### config.mk
export PLATFORM = sky130hd
export DESIGN_NAME = sgemm_ctrl_seq
export DESIGN_NICKNAME = d
export VERILOG_FILES = /design/src/rtl/sgemm_ctrl_pkg.sv /design/src/rtl/sgemm_ctrl_dly.sv /design/src/rtl/sgemm_ctrl_seq.sv
export SDC_FILE = /design/constraint.sdc
export NUM_CORES = 1
export LEC_CHECK = 0
export BUFFER_PORTS_ARGS = -buffer_cell sky130_fd_sc_hd__buf_2
export CORE_ASPECT_RATIO = 0.8
export CORE_UTILIZATION = 55
export DETAILED_ROUTE_END_ITERATION = 12
export GPL_TIMING_DRIVEN = 0
export PLACE_DENSITY_LB_ADDON = 0.15
export SYNTH_ARGS = -nofsm -noshare
export SYNTH_HDL_FRONTEND = slang
export SYNTH_SLANG_ARGS = --single-unit
### constraint.sdc
create_clock -name clk -period 4.6 [get_ports clk]
set_input_delay 0.92 -clock clk [delete_from_list [all_inputs] [get_ports clk]]
set_output_delay 0.92 -clock clk [all_outputs]
set_load 0.01 [all_outputs]
### src/rtl/sgemm_ctrl_pkg.sv
// Shared types and configuration helpers for the SGEMM job sequencer.
package sgemm_ctrl_pkg;

  typedef enum logic [2:0] {
    IDLE,
    LOAD,
    ALIGN,
    FILL,
    RUN,
    DONE
  } ctrl_state_t;

  // The job counter must be wide enough for one block and for the drain window.
  function automatic bit cnt_width_ok(input int cnt_w, input int blk_log2, input int drain_cyc);
    return (cnt_w > blk_log2) && (cnt_w >= $clog2(drain_cyc + 1));
  endfunction

endpackage

### src/rtl/sgemm_ctrl_dly.sv
// Clearable shift register that times the feeder-to-PE alignment window.
module sgemm_ctrl_dly #(
  parameter int DEPTH = 4
) (
  input  logic clk,
  input  logic reset_n,
  input  logic clr,
  input  logic din,
  output logic dout
);

  logic [DEPTH-1:0] sr;

  generate
    if (DEPTH == 1) begin : g_one
      always_ff @(posedge clk or negedge reset_n) begin
        if (!reset_n) sr <= '0;
        else          sr <= clr ? 1'b0 : din;
      end
    end else begin : g_many
      always_ff @(posedge clk or negedge reset_n) begin
        if (!reset_n) sr <= '0;
        else          sr <= clr ? '0 : {sr[DEPTH-2:0], din};
      end
    end
  endgenerate

  assign dout = sr[DEPTH-1];

endmodule

### src/rtl/sgemm_ctrl_seq.sv
// SGEMM job sequencer: feeder wait, PE alignment, block run with drain stall, done pulse.
// Optional SGEMM_CTRL_PERF_EN adds run/stall cycle counters.
module sgemm_ctrl_seq
  import sgemm_ctrl_pkg::*;
#(
  parameter int DATA_WIDTH = 32,
  parameter int CNT_WIDTH  = 24,
  parameter int BLK_LOG2   = 14,
  parameter int DRAIN_CYC  = 1024,
  parameter int START_DLY  = 3,
  parameter int PE_LAT     = 23,
  parameter int CRD_LEAD   = 998
) (
  input  logic                  clk,
  input  logic                  reset_n,
  input  logic                  en,
  input  logic [DATA_WIDTH-1:0] workloads_num,
  input  logic                  loaded_a,
  input  logic                  loaded_b,
  input  logic                  results_afull,
  output logic                  read_mem,
  output logic                  start_calc,
  output logic                  cache_fifo_read,
  output logic                  cache_fifo_write,
  output logic                  results_fifo_write,
  output logic                  busy,
`ifdef SGEMM_CTRL_PERF_EN
  output logic [31:0]           perf_run_cyc,
  output logic [31:0]           perf_stall_cyc,
`endif
  output logic                  done
);

  localparam bit CFG_OK = cnt_width_ok(CNT_WIDTH, BLK_LOG2, DRAIN_CYC);

  ctrl_state_t           state, next_state;
  logic [CNT_WIDTH-1:0]  cnt, cnt_d;
  logic [DATA_WIDTH-1:0] wl_q;
  logic                  en_q;
  logic [CNT_WIDTH-1:0]  total;
  logic                  en_start, rdy, stall, adv, run_ok, dly_out;
  logic                  read_mem_d, start_calc_d, cache_rd_d, cache_wr_d, res_wr_d, busy_d, done_d;

  // A misconfigured counter width never accepts a job.
  assign en_start = en && !en_q && CFG_OK;
  assign total    = CNT_WIDTH'(wl_q << BLK_LOG2);
  assign rdy      = ({1'b0, cnt} + (CNT_WIDTH+1)'(DRAIN_CYC)) >= {1'b0, total};
  assign stall    = (state == RUN) && results_afull && rdy;
  assign adv      = (state == RUN) && !stall;

  sgemm_ctrl_dly #(.DEPTH(START_DLY + 1)) u_dly (
    .clk     (clk),
    .reset_n (reset_n),
    .clr     (next_state != ALIGN),
    .din     ((state == LOAD) && (next_state == ALIGN)),
    .dout    (dly_out)
  );

  always_ff @(posedge clk or negedge reset_n) begin
    if (!reset_n) begin
      state <= IDLE;
      cnt   <= '0;
      wl_q  <= '0;
      en_q  <= 1'b0;
    end else begin
      state <= next_state;
      cnt   <= cnt_d;
      en_q  <= en;
      if (state == IDLE && en_start) wl_q <= workloads_num;
    end
  end

  always_comb begin
    next_state = state;
    cnt_d      = cnt;
    case (state)
      IDLE: begin
        cnt_d = '0;
        if (en_start) next_state = (workloads_num == '0) ? DONE : LOAD;
      end
      LOAD: begin
        if (!en)                       next_state = IDLE;
        else if (loaded_a && loaded_b) next_state = ALIGN;
      end
      ALIGN: begin
        if (!en) next_state = IDLE;
        else if (dly_out) begin
          next_state = FILL;
          cnt_d      = '0;
        end
      end
      FILL: begin
        if (!en) next_state = IDLE;
        else if (cnt == CNT_WIDTH'(PE_LAT - 1)) begin
          next_state = RUN;
          cnt_d      = '0;
        end else begin
          cnt_d = cnt + 1'b1;
        end
      end
      RUN: begin
        if (!en) next_state = IDLE;
        else if (adv) begin
          cnt_d = cnt + 1'b1;
          if (cnt == total - 1'b1) next_state = DONE;
        end
      end
      DONE:    next_state = IDLE;
      default: next_state = IDLE;
    endcase
    if (next_state == IDLE) cnt_d = '0;
  end

  // Output values for the next cycle; strobes follow the counter value that advanced.
  always_comb begin
    run_ok       = adv && en;
    cache_wr_d   = run_ok && !rdy;
    res_wr_d     = run_ok && rdy;
    cache_rd_d   = run_ok && !rdy && (cnt >= CNT_WIDTH'(CRD_LEAD));
    read_mem_d   = (next_state == LOAD) || (next_state == ALIGN) ||
                   (next_state == FILL) || (next_state == RUN);
    start_calc_d = (next_state == FILL) || ((next_state == RUN) && !stall);
    busy_d       = (next_state != IDLE);
    done_d       = (next_state == DONE);
  end

  always_ff @(posedge clk or negedge reset_n) begin
    if (!reset_n) begin
      read_mem           <= 1'b0;
      start_calc         <= 1'b0;
      cache_fifo_read    <= 1'b0;
      cache_fifo_write   <= 1'b0;
      results_fifo_write <= 1'b0;
      busy               <= 1'b0;
      done               <= 1'b0;
    end else begin
      read_mem           <= read_mem_d;
      start_calc         <= start_calc_d;
      cache_fifo_read    <= cache_rd_d;
      cache_fifo_write   <= cache_wr_d;
      results_fifo_write <= res_wr_d;
      busy               <= busy_d;
      done               <= done_d;
    end
  end

`ifdef SGEMM_CTRL_PERF_EN
  always_ff @(posedge clk or negedge reset_n) begin
    if (!reset_n) begin
      perf_run_cyc   <= '0;
      perf_stall_cyc <= '0;
    end else if (state == IDLE && next_state == LOAD) begin
      perf_run_cyc   <= '0;
      perf_stall_cyc <= '0;
    end else if (state == RUN) begin
      if (perf_run_cyc != '1)            perf_run_cyc   <= perf_run_cyc + 1'b1;
      if (stall && perf_stall_cyc != '1) perf_stall_cyc <= perf_stall_cyc + 1'b1;
    end
  end
`endif

endmodule
# Yosys cells after proc, flatten, opt, wreduce, memory -nomap -nowiden
# Cells that the tools add are included.
# Widths: inputs -> output; s select.
op_classes:
  n_addsub: 3
  magnitude_cmp: 2
  eq_ne: 17
  mux: 21
  reduce_logical: 25
ops:
  columns: ["op", "count"]
  rows:
  - ["$mux 24", 7]
  - ["$pmux 24 s4", 1]
  - ["$mux 3", 11]
  - ["$logic_not 32->1", 1]
  - ["$add 24x11->25 const B", 1]
  - ["$ge 25x24->1", 1]
  - ["$add 24x1->24 const B", 1]
  - ["$eq 24x24->1", 1]
  - ["$eq 24x5->1 const B", 1]
  - ["$ge 24x10->1 const B", 1]
  - ["$sub 24x1->24 const B", 1]
  - ["$pmux 3 s5", 1]
  - ["$eq 3x2->1 const B", 4]
  - ["$logic_and 1x1->1", 12]
  - ["$ne 3x2->1 const B", 4]
  - ["$eq 3x3->1 const B", 3]
  - ["$eq 3x1->1 const B", 2]
  - ["$logic_not 3->1", 2]
  - ["$ne 3x3->1 const B", 2]
  - ["$reduce_and 6->1", 1]
  - ["$reduce_bool 5->1", 1]
  - ["$logic_or 1x1->1", 4]
  - ["$mux 4", 1]
  - ["$logic_not 1->1", 3]
  - ["$reduce_bool 3->1", 1]
word_totals:
  reg_bits: 49
  out_inout_bits: 7
  word_cells: 80

# Depth between registers and ports, before layout
# Gate-level depths: netlist of the first run.
depth:
  word_depth: 12
  ltp_mapped: 17
  depth_no_buf: 14

# Modules after synthesis
# A second synthesis of the first run with hierarchy kept.
unflattened:
  cells_unflattened: 375
  area_unflattened_um2: 3236.9
by_module_without_submodules:
  columns: ["module", "instances", "cells_per_inst", "area_each_um2", "seq_area_each_um2"]
  rows:
  - ["sgemm_ctrl_seq", 1, 367, 3111.7, 1126.1]
  - ["sgemm_ctrl_dly", 1, 8, 125.1, 100.1]

# Worst setup path after synthesis of the first run
# OpenSTA, ideal clock, no wires.
synth_path:
  path_kind: "reg2reg"
  startpoint: "register cnt[10]"
  endpoint: "register cnt[19]"
  setup_ns: 0.073
  t_arrival_ns: 3.291
  setup_slack_ns: 1.236
  stages_incl_launch_ff: 16
  path_buffers: 1
  synth_period_minus_slack_ns: 3.364
  cell_sequence: "dfrtp_1 nand4_4 nor2_4 and4_1 and3_1 nand3_1 xnor2_1 ha_1 nand4b_1 or4_1 nor4_1 a211o_1 o21a_4 buf_6 or4_4 a21oi_2"
synth_between:
  elab_chain_cells: 11
  elab_cells_between_ends: 28
synth_rtl:
  columns: ["item", "line_no", "source"]
  rows:
  - ["start: declaration", "sgemm_ctrl_seq.sv:37", "logic [CNT_WIDTH-1:0] cnt, cnt_d;"]
  - ["start signal: assignment", "sgemm_ctrl_seq.sv:67", "cnt <= cnt_d;"]
  - ["$add 24x11->25", "sgemm_ctrl_seq.sv:47", "assign rdy = ({1'b0, cnt} + (CNT_WIDTH+1)'(DRAIN_CYC)) >= {1'b0, total};"]
  - ["$ge 25x24->1", "sgemm_ctrl_seq.sv:47", null]
  - ["$logic_and 1x1->1", "sgemm_ctrl_seq.sv:48", "assign stall = (state == RUN) && results_afull && rdy;"]
  - ["$logic_not 1->1", "sgemm_ctrl_seq.sv:49", "assign adv = (state == RUN) && !stall;"]
  - ["$logic_and 1x1->1", "sgemm_ctrl_seq.sv:49", null]
  - ["$mux 3", "sgemm_ctrl_seq.sv:103", "else if (adv) begin"]
  - ["$mux 3", "sgemm_ctrl_seq.sv:102", "if (!en) next_state = IDLE;"]
  - ["$pmux 3 s5", "sgemm_ctrl_seq.sv:76", "case (state)"]
  - ["$logic_not 3->1", "sgemm_ctrl_seq.sv:111", "if (next_state == IDLE) cnt_d = '0;"]
  - ["$ne 3x2->1 (no source line) (tied with other cells)", null, null]
  - ["$reduce_and 6->1 (no source line)", null, null]
# Parallel ways exist; a longest one is shown, timed or not. The select of a mux whose other input is x is not followed.
# A chain may end at the register's enable or synchronous reset.

# Final worst setup path of the first run
layout_path:
  startpoint: "register cnt[10]"
  endpoint: "register cnt[0]"
# Same word-level chain as after synthesis.

==> impl_metrics.tcl, run 1 <==
set metrics [dict create \
    path_clk_slew_ns 0.10 \
    synthSimpleGateAreaFrac_pct 28.4 \
    synth_area_leader_cell "dfrtp_1" \
    dr.first_iter.drc_count 219 \
    clock-root-buffer "clkbuf_8" \
    r2r_start "cnt[10]" \
    rsz0062_at_grt "no" \
    grt_use_total_pct 26.9 \
    syn_area_sq_um 3420 \
    tns_ns 0 \
    p_sw_uw 332 \
    hold_class "register to register" \
    synth_top_family_by_area "simple AND/OR/NAND/NOR gates" \
    num_antenna_cells 0 \
    htreeDepth 2 \
    power.total_mw 1.06 \
    timing.fmax_mhz 244 \
    avgRoutedWirePerCell_um 16.6 \
    die_x_um 90.1 \
    via_per_inst 6.18 \
    synthCells 375 \
    postCtsHoldBufs 0 \
    slew_headroom_pct 26.5 \
    cts_repair_resize_count 0 \
    synthTopCellsByArea "dfrtp_1, ha_1, xnor2_1, nand2_1, or4_1" \
    yosys_most_used_dff "dfrtp_1" \
    share_seq_of_total_power_pct 45.8 \
    crit_arrival_ns 4.33 \
    place_hpwl_mm 6.40 \
    async_flop_share_pct 100 \
    min_period_ns 4.10 \
    rows 25 \
    yosys_register_bits 49 \
    reg2reg_depth 15 \
    synthXorXnorAreaFrac_pct 6.85 \
    hp-start "u_dly.sr[1]" \
    hold_end "u_dly.sr[2]" \
    cp-start-kind "register" \
    hold_depth 1 \
    path_class "register to register" \
    cts_buffer_depth 2 \
    power.density_nw_per_um2 275 \
    syn_to_final_growth_pct 12.8 \
    core_sq_um 5940 \
    synth_top_area_share_pct 35.9 \
    synthAdderAreaFrac_pct 5.13 \
    fin_crit_sh_pct 89.2 \
    post_cts_buffers 0 \
    remaining_drc_errors 0 \
    critPathRequiredTime_ns 4.83 \
    drive_gt1_share_pct 22.0 \
    p_int_uw 726 \
    p_clk_share_pct 30.2 \
    fp.dieArea_sq_um 6530 \
    via_count 3137 \
    synth.distinct_cells 63 \
    cap_viol_max_count 0 \
    end_kind "register" \
    synth-edff-count 0 \
    comb_power_share_pct 24.0 \
    place_congestion 0.873 \
    finalHoldViolCount 0 \
    yosysSeqAreaShare_pct 35.9 \
    final_nets 478 \
    initial_core_util_pct 57.5 \
    die_h_um 72.5 \
    drt_first_pass_iters 5 \
    ant_nets 0 \
    worstPathMaxFanout 10 \
    final_cell_mix "buf_2, dfrtp_1, nand2_1, a21oi_1, o21ai_0" \
    grt_pass1_wl_mm 13.9 \
    r2r_setup_slack_ns 0.50 \
    syn_nets 427 \
    grt_overflow 0 \
    num_io_pins 45 \
    clock_latency_ns 0.31 \
    muxShareOfSynthArea_pct 0 \
    setup_violations 0 \
    reg2reg_to "cnt[0]" \
    io_buffer_count 44 \
    cts_tree "built" \
    avgSynthCellArea_sq_um 9.11 \
    synth_compound_area_share_pct 16.9 \
    whs_ns 0.493 \
    peakVddDrop_uv 130 \
    grt_max_degree 50 \
    outcome "complete, no violations" \
    wirelength_mm 8.43 \
    leakage_nw 1.64 \
    swShare_pct 31.4 \
    yosys_warnings 0 \
    clock_skew_ns 0.00631 \
    cts_buffers 5 \
    grt_pass1_vias 2828 \
    n_fill_cell 528 \
    tightest_slew_ns 1.10 \
    cts_num_sinks 49 \
    grt_antenna_before_repair 0 \
    report.final.slew_viol_count 0 \
]
worst max path at each step:
stage	startpoint	end	slack (ns)	cells past startpoint
2_1_floorplan	cnt[10]	cnt[19]	1.24	15
3_3_place_gp	cnt[10]	cnt[16]	0.69	15
3_5_place_dp	cnt[10]	cnt[0]	0.59	15
4_1_cts	cnt[10]	cnt[0]	0.55	15
5_1_grt	cnt[10]	cnt[20]	0.18	15
6_report	cnt[10]	cnt[0]	0.50	15
sequential cells by signal, indices dropped and copies added (netlist names):
signal / count
cache_fifo_write: 1
cache_fifo_read: 1
state: 3
busy: 1
done: 1
start_calc: 1
wl_q: 10
cnt: 24
read_mem: 1
u_dly.sr: 4
en_q: 1
results_fifo_write: 1
critical path, stage by stage (launching register included):
cell,delay (ns)
dfrtp_1,0.52
nand4_4,0.24
nor2_4,0.22
and4_1,0.28
and3_1,0.23
nand3_1,0.18
xnor2_1,0.19
ha_1,0.31
nand4b_1,0.08
or4_1,0.41
nor4_1,0.19
a211o_1,0.19
o21a_4,0.21
clkbuf_1,0.42
o21ai_0,0.16
a21oi_1,0.17
metrics by stage:
step / instances / utilization, % / worst slack, ns / instance area (sq um)
after global routing: 508 / 64.8 / 0.181 / 3850
final: 508 / 64.8 / 0.497 / 3850
after detailed placement: 500 / 62.9 / 0.586 / 3740
after floorplan: 375 / - / 1.24 / 3420
after CTS: 508 / 64.8 / 0.553 / 3850
after global placement: 500 / 62.9 / 0.691 / 3740
routing by layer:
layer  global-route usage, %  vias to the layer above  routed length, um
li1                        -                     1494                  -
met1                    38.3                     1514               3980
met2                    43.4                      121               3770
met3                    4.19                        8                595
met4                    6.09                        0                 85
met5                       0                        -                  0
cells in the mapped netlist (all sizes together) (10+ instances only):
cell,instances
a21oi,28
nor4,16
nor2,17
inv,19
buf,12
or4,21
o21ai,25
dfrtp,49
nand2,35
clkbuf,12
xnor2,17
or3,10
nand3,13
ha,14
o31ai,16
cells by family after synthesis:
kind of cell	count (synthesis)
AO/OA/AOI/OAI	90
AND/OR/NAND/NOR	154
buffers and inverters	43
adder cells (fa/ha/maj)	14
flip-flops	49
XOR/XNOR	25
layout make-up:
cell class | count | area (sq um) | area share (%)
Multi-Input combinational cell | 283 | 1960 | 50.8
Sequential cell | 49 | 1230 | 31.8
Timing Repair Buffer | 44 | 220 | 5.72
Buffer | 24 | 160 | 4.16
Tap cell | 81 | 101 | 2.63
Inverter | 19 | 71.3 | 1.85
Clock buffer | 5 | 68.8 | 1.79
Clock inverter | 3 | 46.3 | 1.20
power groups by stage:
stage | logic (mW) | registers (mW) | clock network [mW]
floorplan | 0.178 | 0.486 | 0
detailed placement | 0.253 | 0.491 | 0
global placement | 0.244 | 0.491 | 0
global route | 0.283 | 0.488 | 0.338
CTS | 0.253 | 0.484 | 0.325
finish | 0.254 | 0.484 | 0.320
Note: power is estimated with default switching activity, not from simulation.
==> run 2: changes to the inputs <==
--- a/config.mk
+++ b/config.mk
@@ -5,9 +5,12 @@
 export SDC_FILE = /design/constraint.sdc
 export NUM_CORES = 1
 export LEC_CHECK = 0
+export ABC_AREA = 1
 export BUFFER_PORTS_ARGS = -buffer_cell sky130_fd_sc_hd__buf_2
+export CELL_PAD_IN_SITES_DETAIL_PLACEMENT = 1
+export CELL_PAD_IN_SITES_GLOBAL_PLACEMENT = 1
 export CORE_ASPECT_RATIO = 0.8
-export CORE_UTILIZATION = 55
+export CORE_UTILIZATION = 42
 export DETAILED_ROUTE_END_ITERATION = 12
 export GPL_TIMING_DRIVEN = 0
 export PLACE_DENSITY_LB_ADDON = 0.15
==> constraint.sdc (replaced) <==
create_clock -name clk -period 4.6 [get_ports clk]
set_input_delay 0.92 -clock clk [delete_from_list [all_inputs] [get_ports clk]]
set_output_delay 0.92 -clock clk [all_outputs]
set_load 0.1 [all_outputs]
==> run 2 against run 1 <==
  * Cell count up 46%
  * Flip-flop and latch count unchanged
  * Register-to-register slack better by 0.21 ns
  * Critical endpoint is now cnt[13]
  * Highest routed layer unchanged
==> impl_metrics.tcl, run 2 <==
set metrics [dict create \
    r2r_setup_slack_ns 0.70 \
    fin_crit_sh_pct 84.7 \
    rsz0062_at_grt "no" \
    htreeDepth 2 \
    worstPathMaxFanout 10 \
    p_sw_uw 472 \
    grt_use_total_pct 28.6 \
    dr.first_iter.drc_count 149 \
    avgSynthCellArea_sq_um 6.62 \
    dp.cells 732 \
    postCtsHoldBufs 0 \
    grt_pass1_vias 4181 \
    largest_register_ffs 24 \
    top_layer "met4" \
    clock_latency_ns 0.30 \
    startpoint "cnt[15]" \
    share_seq_of_total_power_pct 37.6 \
    p_clk_share_pct 33.6 \
    remaining_drc_errors 0 \
    whs_ns 0.488 \
    min_period_ns 3.90 \
    rows 30 \
    final_common_cell "nand2_1" \
    hp-start "u_dly.sr[2]" \
    power.total_mw 1.30 \
    grt_pass1_wl_mm 20.5 \
    die_x_um 109 \
    n_fill_cell 1193 \
    power.density_nw_per_um2 300 \
    die_h_um 87.2 \
    multi_input_comb_area_sq_um 2100 \
    met1Wirelength_mm 5.72 \
    async_flop_share_pct 100 \
    io_buffer_count 44 \
    synth.distinct_cells 38 \
    final_nets 679 \
    syn_to_final_growth_pct 14.0 \
    wirelength_mm 12.6 \
    comb_power_share_pct 28.7 \
    syn_nets 628 \
    outcome "complete, no violations" \
    crit_arrival_ns 4.09 \
    tns_ns 0 \
    num_io_pins 45 \
    fin_cells 740 \
    setup_ws_ns 0.704 \
    core_sq_um 8630 \
    cts_tree "built" \
    avgRoutedWirePerCell_um 17.0 \
    report.final.slew_viol_count 0 \
    cts_repair_resize_count 0 \
    r2r_start "cnt[15]" \
    post-route-util_pct 50.3 \
    drt_first_pass_iters 4 \
    netlist_top_cells_count "nand2_1, inv_1, nor2_1" \
    timing.fmax_mhz 257 \
    cp-start-kind "register" \
    swShare_pct 36.3 \
    cts_buffers 5 \
    clock_skew_ns 0.00932 \
    cts_num_sinks 49 \
    synthTopCellsByArea "dfrtp_1, nand2_1, inv_1, nor2_1, nand3_1" \
    path_clk_slew_ns 0.07 \
    regArea_sq_um 1230 \
    synth_top_area_share_pct 32.2 \
    syn_area_sq_um 3810 \
    largest-register "cnt" \
    post_cts_buffers 0 \
    ant_nets 0 \
    routed-wl-met3_um 705 \
    critPathRequiredTime_ns 4.80 \
    num_antenna_cells 0 \
    fp.dieArea_sq_um 9460 \
    yosys_register_bits 49 \
    synth_most_common_cell "nand2_1" \
    synthCells 576 \
    place_area_sq_um 4170 \
    synth_area_leader_cell "dfrtp_1" \
    via_per_inst 5.42 \
    stdcell_area_sq_um 4340 \
    leakage_nw 2.33 \
    reg_top3 "cnt x24, wl_q x10, u_dly.sr x4" \
    cap_viol_max_count 0 \
    grt_overflow 0 \
    initial_core_util_pct 44.1 \
    synth-edff-count 0 \
    wl_met2_mm 6.01 \
    end_kind "register" \
    place_hpwl_mm 9.68 \
    tightest_slew_ns 1.18 \
    via_count 4009 \
    grt_antenna_before_repair 0 \
    yosysSeqAreaShare_pct 32.2 \
    grt_max_degree 50 \
    final_cell_mix "nand2_1, inv_1, nor2_1, dfrtp_1, buf_2" \
    drive_gt1_share_pct 16.4 \
    clock-root-buffer "clkbuf_16" \
    finalHoldViolCount 0 \
    cts_buffer_depth 2 \
    yosys_most_used_dff "dfrtp_1" \
    p_int_uw 829 \
    slew_headroom_pct 21.2 \
    place_congestion 0.873 \
    pre_cts_ws_ns 0.780 \
    path_class "register to register" \
    setup_violations 0 \
    hold_class "register to register" \
    yosys_warnings 0 \
    peakVddDrop_uv 155 \
]
run 2: cell type report:
| class | instances | area share [%] |
|---|---|---|
| sequential | 49 | 28.2 |
| clock buffer | 5 | 2.88 |
| inverter | 105 | 9.08 |
| clock inverter | 3 | 1.07 |
| multi-input combinational | 410 | 48.5 |
| tap | 112 | 3.23 |
| buffer | 12 | 1.99 |
| timing repair buffer | 44 | 5.07 |
run 2: worst max-delay path, stage by stage, from the launching register on:
cell	delay [ns]
dfrtp_1	0.47
inv_1	0.16
nor3_1	0.54
nand2_1	0.21
nor2_1	0.31
xor2_1	0.18
ha_1	0.26
nand2_1	0.08
nor2_1	0.05
nand2_1	0.09
nor2_1	0.07
nand2_1	0.06
nand2_1	0.04
nor2_1	0.16
nand2_4	0.08
nand2_2	0.10
nand3_2	0.10
inv_2	0.08
clkbuf_1	0.41
o21ai_0	0.20
nand2_1	0.11
inv_1	0.04
run 2: worst paths after layout:
kind	end	depth (start not counted)
max in group asynchronous	cnt[11]	1
min in group asynchronous	wl_q[4]	1
hold / removal	u_dly.sr[3]	2
setup reg to reg	cnt[13]	21
setup / recovery	cnt[13]	21
hold reg to reg	u_dly.sr[3]	2
run 2: metal layers:
metal | vias up | track usage (%)
li1 | 1930 | -
met1 | 1944 | 36.1
met2 | 116 | 49.7
met3 | 19 | 4.71
met4 | 0 | 8.85
met5 | - | 0
run 2: power by group through the flow:
| stage | Combinational [mW] | Sequential, mW | Clock, mW |
|---|---|---|---|
| finish | 0.374 | 0.490 | 0.438 |
| floorplan | 0.228 | 0.512 | 0 |
| global placement | 0.351 | 0.494 | 0 |
| CTS | 0.374 | 0.489 | 0.446 |
| global route | 0.416 | 0.493 | 0.460 |
| detailed placement | 0.372 | 0.495 | 0 |
run 2: logic make-up after synthesis:
group                      after synthesis  synth area share [%]
AOI/OAI and AO/OA                       77                  10.8
xor gates and xnor gates                11                  2.53
adders and majority gates               14                  4.60
buffers and inverters                  117                  12.6
DFF                                     49                  32.2
and+or+nand+nor                        308                  37.3
